**config.mk**
```make
export PLATFORM = sky130hd
export DESIGN_NAME = cu_multicycle
export DESIGN_NICKNAME = d
export VERILOG_FILES = /design/src/rtl/cu_pkg.sv /design/src/rtl/cu_regfile.sv /design/src/rtl/cu_multicycle.sv
export SDC_FILE = /design/constraint.sdc
export NUM_CORES = 1
export LEC_CHECK = 0
export ABC_AREA = 1
export CELL_PAD_IN_SITES_DETAIL_PLACEMENT = 0
export CELL_PAD_IN_SITES_GLOBAL_PLACEMENT = 2
export CORE_ASPECT_RATIO = 2
export CORE_MARGIN = 8
export CORE_UTILIZATION = 30
export DETAILED_ROUTE_END_ITERATION = 7
export MAX_ROUTING_LAYER = met4
export PLACE_DENSITY = 0.81
export REMOVE_ABC_BUFFERS = 1
export SETUP_SLACK_MARGIN = 0.2
export SYNTH_ARGS = -nofsm -noshare
export SYNTH_HDL_FRONTEND = slang
export SYNTH_HIERARCHICAL = 1
export SYNTH_SLANG_ARGS = --single-unit
```
**constraint.sdc**
```tcl
create_clock -name clk -period 4.8 [get_ports clk]
set_clock_uncertainty 0.1 [all_clocks]
set_input_delay 1.2 -clock clk [delete_from_list [all_inputs] [get_ports clk]]
set_output_delay 1.2 -clock clk [all_outputs]
set_load 0.01 [all_outputs]
```
**src/rtl/cu_pkg.sv**
```systemverilog
// Shared types and instruction-field layout for the multi-cycle control unit.
// Layout, MSB first: {type[2], rd, rs1, rs2, offset[DATA_WIDTH], opcode[4]}.
package cu_pkg;

   typedef enum logic [2:0] {
      IDLE,
      DECODE,
      EXECUTE,
      MEM_ACCESS,
      WRITE_BACK
   } state_t;

   localparam logic [1:0] TYPE_NOP   = 2'b00;
   localparam logic [1:0] TYPE_STD   = 2'b01;
   localparam logic [1:0] TYPE_LOAD  = 2'b10;
   localparam logic [1:0] TYPE_STORE = 2'b11;

   localparam int         OPCODE_W   = 4;
   localparam logic [3:0] OPCODE_RST = 4'b1111;

   // n_idx = number of register-index fields sitting below the field of interest
   function automatic int field_lsb(input int dw, input int ridx, input int n_idx);
      return OPCODE_W + dw + n_idx * ridx;
   endfunction

   function automatic int instr_width(input int dw, input int ridx);
      return 2 + 3 * ridx + dw + OPCODE_W;
   endfunction

endpackage

```
**src/rtl/cu_regfile.sv**
```systemverilog
// Register file: two combinational read ports, one synchronous write port, R[i]=i on reset.
// Build option CU_ZERO_REG_EN: R[0] reads as zero and writes to it are dropped.
module cu_regfile #(
   parameter int DATA_WIDTH = 8,
   parameter int NUM_REGS   = 4,
   parameter int RIDX       = $clog2(NUM_REGS)
) (
   input  logic                  clk_i,
   input  logic                  rst_i,
   input  logic [RIDX-1:0]       raddr_a_i,
   output logic [DATA_WIDTH-1:0] rdata_a_o,
   input  logic [RIDX-1:0]       raddr_b_i,
   output logic [DATA_WIDTH-1:0] rdata_b_o,
   input  logic                  we_i,
   input  logic [RIDX-1:0]       waddr_i,
   input  logic [DATA_WIDTH-1:0] wdata_i
);

`ifdef CU_ZERO_REG_EN
   localparam bit ZERO_EN = 1'b1;
`else
   localparam bit ZERO_EN = 1'b0;
`endif

   logic [DATA_WIDTH-1:0] regs_q [NUM_REGS];
   logic [DATA_WIDTH-1:0] regs_d [NUM_REGS];

   always_comb begin
      regs_d = regs_q;
      if (we_i && (!ZERO_EN || waddr_i != '0)) begin
         regs_d[waddr_i] = wdata_i;
      end
   end

   always_ff @(posedge clk_i) begin
      if (rst_i) begin
         for (int i = 0; i < NUM_REGS; i++) begin
            regs_q[i] <= DATA_WIDTH'(i);
         end
      end else begin
         regs_q <= regs_d;
      end
   end

   assign rdata_a_o = (ZERO_EN && raddr_a_i == '0) ? '0 : regs_q[raddr_a_i];
   assign rdata_b_o = (ZERO_EN && raddr_b_i == '0) ? '0 : regs_q[raddr_b_i];

endmodule

```
**src/rtl/cu_multicycle.sv**
```systemverilog
// Multi-cycle control unit: one instruction at a time through DECODE/EXECUTE/MEM_ACCESS/WRITE_BACK.
// Build option CU_ZERO_REG_EN (applied in cu_regfile) hard-wires R[0] to zero.
module cu_multicycle
   import cu_pkg::*;
#(
   parameter  int DATA_WIDTH  = 8,
   parameter  int NUM_REGS    = 4,
   localparam int RIDX        = $clog2(NUM_REGS),
   localparam int INSTR_WIDTH = instr_width(DATA_WIDTH, RIDX)
) (
   input  logic                   clk,
   input  logic                   rst,
   input  logic                   instr_valid,
   output logic                   instr_ready,
   input  logic [INSTR_WIDTH-1:0] instr,
   input  logic [DATA_WIDTH-1:0]  result2,
   output logic [DATA_WIDTH-1:0]  operand1,
   output logic [DATA_WIDTH-1:0]  operand2,
   output logic [DATA_WIDTH-1:0]  offset,
   output logic [3:0]             opcode,
   output logic                   sel1,
   output logic                   sel3,
   output logic                   w_r,
   output logic                   retire
);

   localparam int TYPE_LSB = field_lsb(DATA_WIDTH, RIDX, 3);
   localparam int RD_LSB   = field_lsb(DATA_WIDTH, RIDX, 2);
   localparam int RS1_LSB  = field_lsb(DATA_WIDTH, RIDX, 1);
   localparam int RS2_LSB  = field_lsb(DATA_WIDTH, RIDX, 0);

   logic [1:0]            f_type;
   logic [RIDX-1:0]       f_rd, f_rs1, f_rs2;
   logic [DATA_WIDTH-1:0] f_off;
   logic [3:0]            f_opc;

   assign f_type = instr[TYPE_LSB +: 2];
   assign f_rd   = instr[RD_LSB +: RIDX];
   assign f_rs1  = instr[RS1_LSB +: RIDX];
   assign f_rs2  = instr[RS2_LSB +: RIDX];
   assign f_off  = instr[OPCODE_W +: DATA_WIDTH];
   assign f_opc  = instr[0 +: OPCODE_W];

   state_t                state_q, state_d;
   logic [1:0]            type_q, type_d;
   logic [RIDX-1:0]       rd_q, rd_d;
   logic [DATA_WIDTH-1:0] op1_q, op1_d, op2_q, op2_d, off_q, off_d;
   logic [3:0]            opc_q, opc_d;
   logic                  sel1_q, sel1_d, sel3_q, sel3_d, w_r_q, w_r_d, retire_q, retire_d;

   logic                  accept;
   logic [DATA_WIDTH-1:0] rdata_a, rdata_b;

   assign instr_ready = (state_q == IDLE);
   assign accept      = instr_valid && instr_ready;

   // Memory-type instructions read R[rd] as the second operand (store data / base).
   cu_regfile #(
      .DATA_WIDTH(DATA_WIDTH),
      .NUM_REGS  (NUM_REGS),
      .RIDX      (RIDX)
   ) u_regfile (
      .clk_i    (clk),
      .rst_i    (rst),
      .raddr_a_i(f_rs1),
      .rdata_a_o(rdata_a),
      .raddr_b_i((f_type == TYPE_STD) ? f_rs2 : f_rd),
      .rdata_b_o(rdata_b),
      .we_i     (state_q == WRITE_BACK),
      .waddr_i  (rd_q),
      .wdata_i  (result2)
   );

   always_comb begin
      state_d  = state_q;
      type_d   = type_q;
      rd_d     = rd_q;
      op1_d    = op1_q;
      op2_d    = op2_q;
      off_d    = off_q;
      opc_d    = opc_q;
      sel1_d   = sel1_q;
      sel3_d   = sel3_q;
      w_r_d    = 1'b0;
      retire_d = 1'b0;
      case (state_q)
         IDLE: begin
            if (accept) begin
               state_d  = DECODE;
               type_d   = f_type;
               rd_d     = f_rd;
               op1_d    = rdata_a;
               op2_d    = rdata_b;
               off_d    = f_off;
               opc_d    = f_opc;
               retire_d = (f_type == TYPE_NOP);
               if (f_type == TYPE_STD) begin
                  sel1_d = 1'b1;
                  sel3_d = 1'b0;
               end else if (f_type != TYPE_NOP) begin
                  sel1_d = 1'b0;
                  sel3_d = 1'b1;
               end
            end
         end
         DECODE:     state_d = (type_q == TYPE_NOP) ? IDLE : EXECUTE;
         EXECUTE: begin
            if (type_q == TYPE_STD) begin
               state_d  = WRITE_BACK;
               retire_d = 1'b1;
            end else begin
               state_d  = MEM_ACCESS;
               w_r_d    = (type_q == TYPE_STORE);
               retire_d = (type_q == TYPE_STORE);
            end
         end
         MEM_ACCESS: begin
            state_d  = (type_q == TYPE_LOAD) ? WRITE_BACK : IDLE;
            retire_d = (type_q == TYPE_LOAD);
         end
         WRITE_BACK: state_d = IDLE;
         default:    state_d = IDLE;
      endcase
   end

   always_ff @(posedge clk) begin
      if (rst) begin
         state_q  <= IDLE;
         type_q   <= TYPE_NOP;
         rd_q     <= '0;
         op1_q    <= '0;
         op2_q    <= '0;
         off_q    <= '0;
         opc_q    <= OPCODE_RST;
         sel1_q   <= 1'b0;
         sel3_q   <= 1'b0;
         w_r_q    <= 1'b0;
         retire_q <= 1'b0;
      end else begin
         state_q  <= state_d;
         type_q   <= type_d;
         rd_q     <= rd_d;
         op1_q    <= op1_d;
         op2_q    <= op2_d;
         off_q    <= off_d;
         opc_q    <= opc_d;
         sel1_q   <= sel1_d;
         sel3_q   <= sel3_d;
         w_r_q    <= w_r_d;
         retire_q <= retire_d;
      end
   end

   assign operand1 = op1_q;
   assign operand2 = op2_q;
   assign offset   = off_q;
   assign opcode   = opc_q;
   assign sel1     = sel1_q;
   assign sel3     = sel3_q;
   assign w_r      = w_r_q;
   assign retire   = retire_q;

endmodule

```
# Word level (Yosys, flattened, before mapping)
# Index checks and enable logic that the tools add are counted.
[totals] ff_bits=71 inputBits=31 out_inout_bits=33 word_cells=64
[op_classes] order_cmp=4 n_eq_ne=9 n_mux=22 n_bitwise=4 n_reduce_logical=10
[op_table] operator="8-bit two-way mux" n=5
[op_table] operator="8-bit binary-select mux with 2-bit select" n=2
[op_table] operator="32-bit bitwise mux" n=1
[op_table] operator="8-bit demux with 2-bit select" n=1
[op_table] operator="3-bit one-hot mux with 4 select lines" n=1
[op_table] operator="3-bit greater-or-equal comparator, second input constant" n=3
[op_table] operator="3-bit two-way mux" n=3
[op_table] operator="2-bit inverter with 3-bit output" n=3
[op_table] operator="3-bit by 2-bit == test with 1-bit output, second input constant" n=2
[op_table] operator="1-bit two-way mux" n=6
[op_table] operator="2-bit by 1-bit == test with 1-bit output, second input constant" n=2
[op_table] operator="2-bit == test, second input constant" n=2
[op_table] operator="2-bit zero test" n=2
[op_table] operator="2-bit two-way mux" n=2
[op_table] operator="2-bit nonzero test" n=2
[op_table] operator="3-bit by 1-bit == test with 1-bit output, second input constant" n=1
[op_table] operator="3-bit == test, second input constant" n=1
[op_table] operator="3-bit zero test" n=1
[op_table] operator="3-bit by 1-bit less-than comparator with 1-bit output, second input constant" n=1
[op_table] operator="1-bit one-hot mux with 3 select lines" n=1
[op_table] operator="3-bit AND reduction" n=1
[op_table] operator="3-bit OR reduction" n=1
[op_table] operator="1-bit logical AND" n=2
[op_table] operator="2-bit by 1-bit != test with 1-bit output, second input constant" n=1
[op_table] operator="other kinds (2)" n=2

# Depth between registers and ports, before layout
[logic_depth] ltp_word=6 depth_mapped=9 ltp_nobuf=9

# Hierarchy
# Netlist, hierarchy kept.
[by_module_without_submodules] mod="cu_regfile" instances=1 cells_per_inst=296 area_per_inst_um2=1830.5 seq_area_each_um2=640.6
[by_module_without_submodules] mod="cu_multicycle" instances=1 cells_per_inst=245 area_per_inst_um2=1649.1 seq_area_each_um2=780.7

# Worst setup path after synthesis
# No wires, ideal clock.
[synth_path] path_kind="input -> register" start="input port instr[19]" end="register op2_q[1], in the netlist operand2[1]" setup_ns=0.113 t_arrival_ns=2.220 required_ns=4.587 path_slack_ns=2.367 stages=8 path_buffers=1 path_cell_list="inv_1 nand2_1 mux2_2 clkbuf_1 o211ai_1 nand2_1 nor2_1 nor2_1"
[synth_between] elab_chain_len=6
[synth_rtl] item="start: declaration" line="cu_multicycle.sv:15" text="input logic [INSTR_WIDTH-1:0] instr,"
[synth_rtl] item="2-bit by 1-bit == test with 1-bit output" line="cu_multicycle.sv:67" text=".raddr_b_i((f_type == TYPE_STD) ? f_rs2 : f_rd),"
[synth_rtl] item="2-bit two-way mux" line="cu_multicycle.sv:67"
[synth_rtl] item="2-bit inverter with 3-bit output (not written as such)" line="cu_regfile.sv:46" text="assign rdata_b_o = (ZERO_EN && raddr_b_i == '0) ? '0 : regs_q[raddr_b_i];"
[synth_rtl] item="8-bit binary-select mux with 2-bit select" line="cu_regfile.sv:46"
[synth_rtl] item="8-bit two-way mux (not written as such) (2 in a row)" line="cu_regfile.sv:46"
[synth_rtl] item="net rdata_b[1]" line="cu_multicycle.sv:52" text="logic [DATA_WIDTH-1:0] rdata_a, rdata_b;"
[synth_rtl] item="end signal: assignment" line="cu_multicycle.sv:144" text="op2_q <= op2_d;"
[synth_rtl] item="end: declaration" line="cu_multicycle.sv:47" text="logic [DATA_WIDTH-1:0] op1_q, op1_d, op2_q, op2_d, off_q, off_d;"
# The timed path passes the listed nets, and every way through them passes these cells. The select of a mux whose other input is x is not followed.
# A chain may end at the register's enable or synchronous reset.

# Worst setup path in the final report
[layout_path] start="register state_q[1]" end="output port instr_ready"
[layout_between] elab_chain_len=1
[layout_rtl] item="start: declaration" line="cu_multicycle.sv:44" text="state_t state_q, state_d;"
[layout_rtl] item="start signal: assignment" line="cu_multicycle.sv:140" text="state_q <= state_d;"
[layout_rtl] item="3-bit zero test" line="cu_multicycle.sv:54" text="assign instr_ready = (state_q == IDLE);"
[layout_rtl] item="end: declaration" line="cu_multicycle.sv:14" text="output logic instr_ready,"
# Every way passes these cells.

==> results.md <==
- IO Port Bufs: 63
- Synth Instances: 541
- Std cell rows: 55
- Antenna diode count: 0
- Post-cts sizing count: 0
- Final core occ: 39.5%
- Part of the cycle the worst path needs: 59.6%
- Flop-to-flop setup slack: 2.64 ns
- First-pass GRT wire length: 15400 µm
- Number of I/O pins: 64
- Drt first pass iters: 4
- Critical path class: flip-flop to primary output
- Die W: 92.2 µm
- Antenna Nets Post-Route: 0
- Total track usage: 12.9%
- Max-slew violation count: 0
- Sequential fraction of the synthesis area: 40.8%
- Initial antenna violation count: 0
- Yosys warns: 6
- Post-CTS setup buffers: 0
- Crit path launch: state_q[1]
- Gpl congestion: 0.802
- Drt drc: 0
- Core footprint: 11300 µm²
- Worst hold start: opcode[1]
- Status: finished clean
- Critical-path cell list: nor2_4, nand2_1, inv_1, clkdlybuf4s50_1
- Number of global-route vias before repair: 3088
- Final #Nets: 620
- DR vias/cell: 4.35
- Fin Setup TNS: 0 ns
- CTS root buffer: clkbuf_16
- Vias: 3202
- Max cap viols: 0
- Crit-path max cell delay: 0.52 ns
- Die Y: 168 µm
- Initial Utilization: 30.8%
- Worst EP required: 3.50 ns
- Final Hold Vio Count: 0
- Fmax: 350 MHz
- Seq cells post-synth: 71
- Relative slew slack: 32.8%
- Maximum root-to-sink buffer count: 2
- Layout cells sized above 1: 4.38%
- Area growth from synthesis to layout: 28.2%
- Total die area: 15500 µm²
- WL/cell: 12.4 µm
- Reg2Reg Depth: 5
- Syn_area_per_cell: 6.43 µm²
- Finished Cell Area: 4460 µm²
- Final wirelength: 9110 µm
- Critical Path Sink Type: primary output
- Hpwl dp: 6740 µm
- Final min period: 2.86 ns
- Critical path launch point type: flip-flop
- P_leak: 0.00219 µW
- Worst R2R Start: state_q[0]
- Pwr dens: 356 nW/µm²
- Critical path arrival: 1.56 ns
- Hold Path Class: flip-flop to flip-flop
- Yosys cell types: 22
- GRT Residual Overflow: 0
- RSZ-0062 raised after global routing: no
- Post-place instance area: 4150 µm²
- Final setup violation count: 0
- H-Tree Depth: 3
- Crit path max-delay cell type: clkdlybuf4s50_1
- Post-Synthesis Cell Area: 3480 µm²
- Worst hold stages: 2
- Starting DRT DRC Count: 150
- Overall power: 1590 µW
- Cts bufs inserted: 9
- Largest net degree at the start of global routing: 64
- CTS tree: done
- CP Max Fanout: 5
- Slew @ Worst Pin: 1.01 ns
- Hold-fix buffers, CTS: 0
- CTS Sinks: 71
- FF-to-FF End: u_regfile/regs_q[17]
- Max IR drop VDD: 0.165 mV
- Worst-Skew Late Latency: 0.33 ns
- Hold-critical path endpoint: opcode[1]
- Clk pin slew, worst setup/hold paths: 0.06 ns
state kept, by name (all words and copies together), names as in the netlist:
register,flops
w_r,1
opcode,4
type_q,2
sel1,1
state_q,3
operand2,8
u_regfile/regs_q,32
rd_q,2
sel3,1
retire,1
operand1,8
offset,8
layer usage:
metal / up-vias / routed length [µm] / global-route usage (%)
li1: 1747 / - / -
met1: 1408 / 3640 / 12.9
met2: 42 / 5010 / 23.1
met3: 5 / 320 / 2.72
met4: 0 / 137 / 5.72
met5: - / 0 / -
cells in the final DEF, fill, tap and decap left out:
cell and n:
nand2_1 176, nor2_1 113, inv_1 71, dfxtp_1 71, clkdlybuf4s50_1 63, o211ai_1 31
nand3_1 22, a21oi_1 11, clkbuf_16 9, o21ai_0 4, inv_2 2, mux2_2 2
nand3_4 2, bufinv_16 2, clkbuf_1 2, nand3_2 2, nand4_1 2, nor2_4 1
nor3_4 1, o21ai_1 1, nor3_1 1, inv_6 1, clkinvlp_4 1, clkinv_2 1
buf_4 1, nor2_2 1
cell usage after synthesis, drive strengths merged:
cell type	instances	area, µm²
nand2	176	661
nor2	115	442
inv	73	274
dfxtp	71	1420
o211ai	31	233
nand3	26	165
buf	17	121
a21oi	11	55.1
clkbuf	10	37.5
o21ai	5	25.0
mux2	2	22.5
nand4	2	12.5
nor3	2	10.0
cells by family (layout without fill, tap and decap cells):
family          after synthesis  in the layout  share of synthesized area, %
simple gates                321            321                          37.1
buf+inv                     100            153                          12.4
mux                           2              2                         0.647
flops                        71             71                          40.8
compound gates               47             47                          8.99
power breakdown:
part / total, µW / switching, µW / leakage, µW / internal (µW)
registers: 642 / 21.9 / 0.000580 / 620
logic: 241 / 130 / 0.00146 / 110
clock network: 708 / 251 / 0.000150 / 456
total: 1590 / 403 / 0.00219 / 1190
stage by stage:
stage / std cells / hold WS [ns] / setup WS, ns
2_1_floorplan: 514 / 0.342 / 2.22
3_3_place_gp: 720 / 0.355 / 1.68
3_5_place_dp: 720 / 0.356 / 1.66
4_1_cts: 736 / 0.375 / 1.91
5_1_grt: 736 / 0.407 / 1.82
6_report: 736 / 0.373 / 1.94
layout make-up:
type / instances / area [µm²]
fill: 1231 / 6820
clock inverter: 5 / 81.3
sequential: 71 / 1420
multi-input combinational: 370 / 1640
timing repair buffer: 64 / 638
tap: 142 / 178
clock buffer: 11 / 233
inverter: 73 / 274
critical path: cells and delay by family (launching register included):
kind	cells	cell delay (ns)
DFF	1	0.38
and+or+nand+nor	2	0.27
buffers and inverters	2	0.58
worst max path at each step:
stage	slack (ns)	depth (start not counted)	end
after floorplan	2.22	4	u_regfile/regs_q[10]
after global placement	1.68	10	operand2[0]
after detailed placement	1.66	9	operand2[7]
after CTS	1.91	4	instr_ready
after global routing	1.82	6	operand1[0]
final	1.94	4	instr_ready
Note: power is estimated with default switching activity, not from simulation.
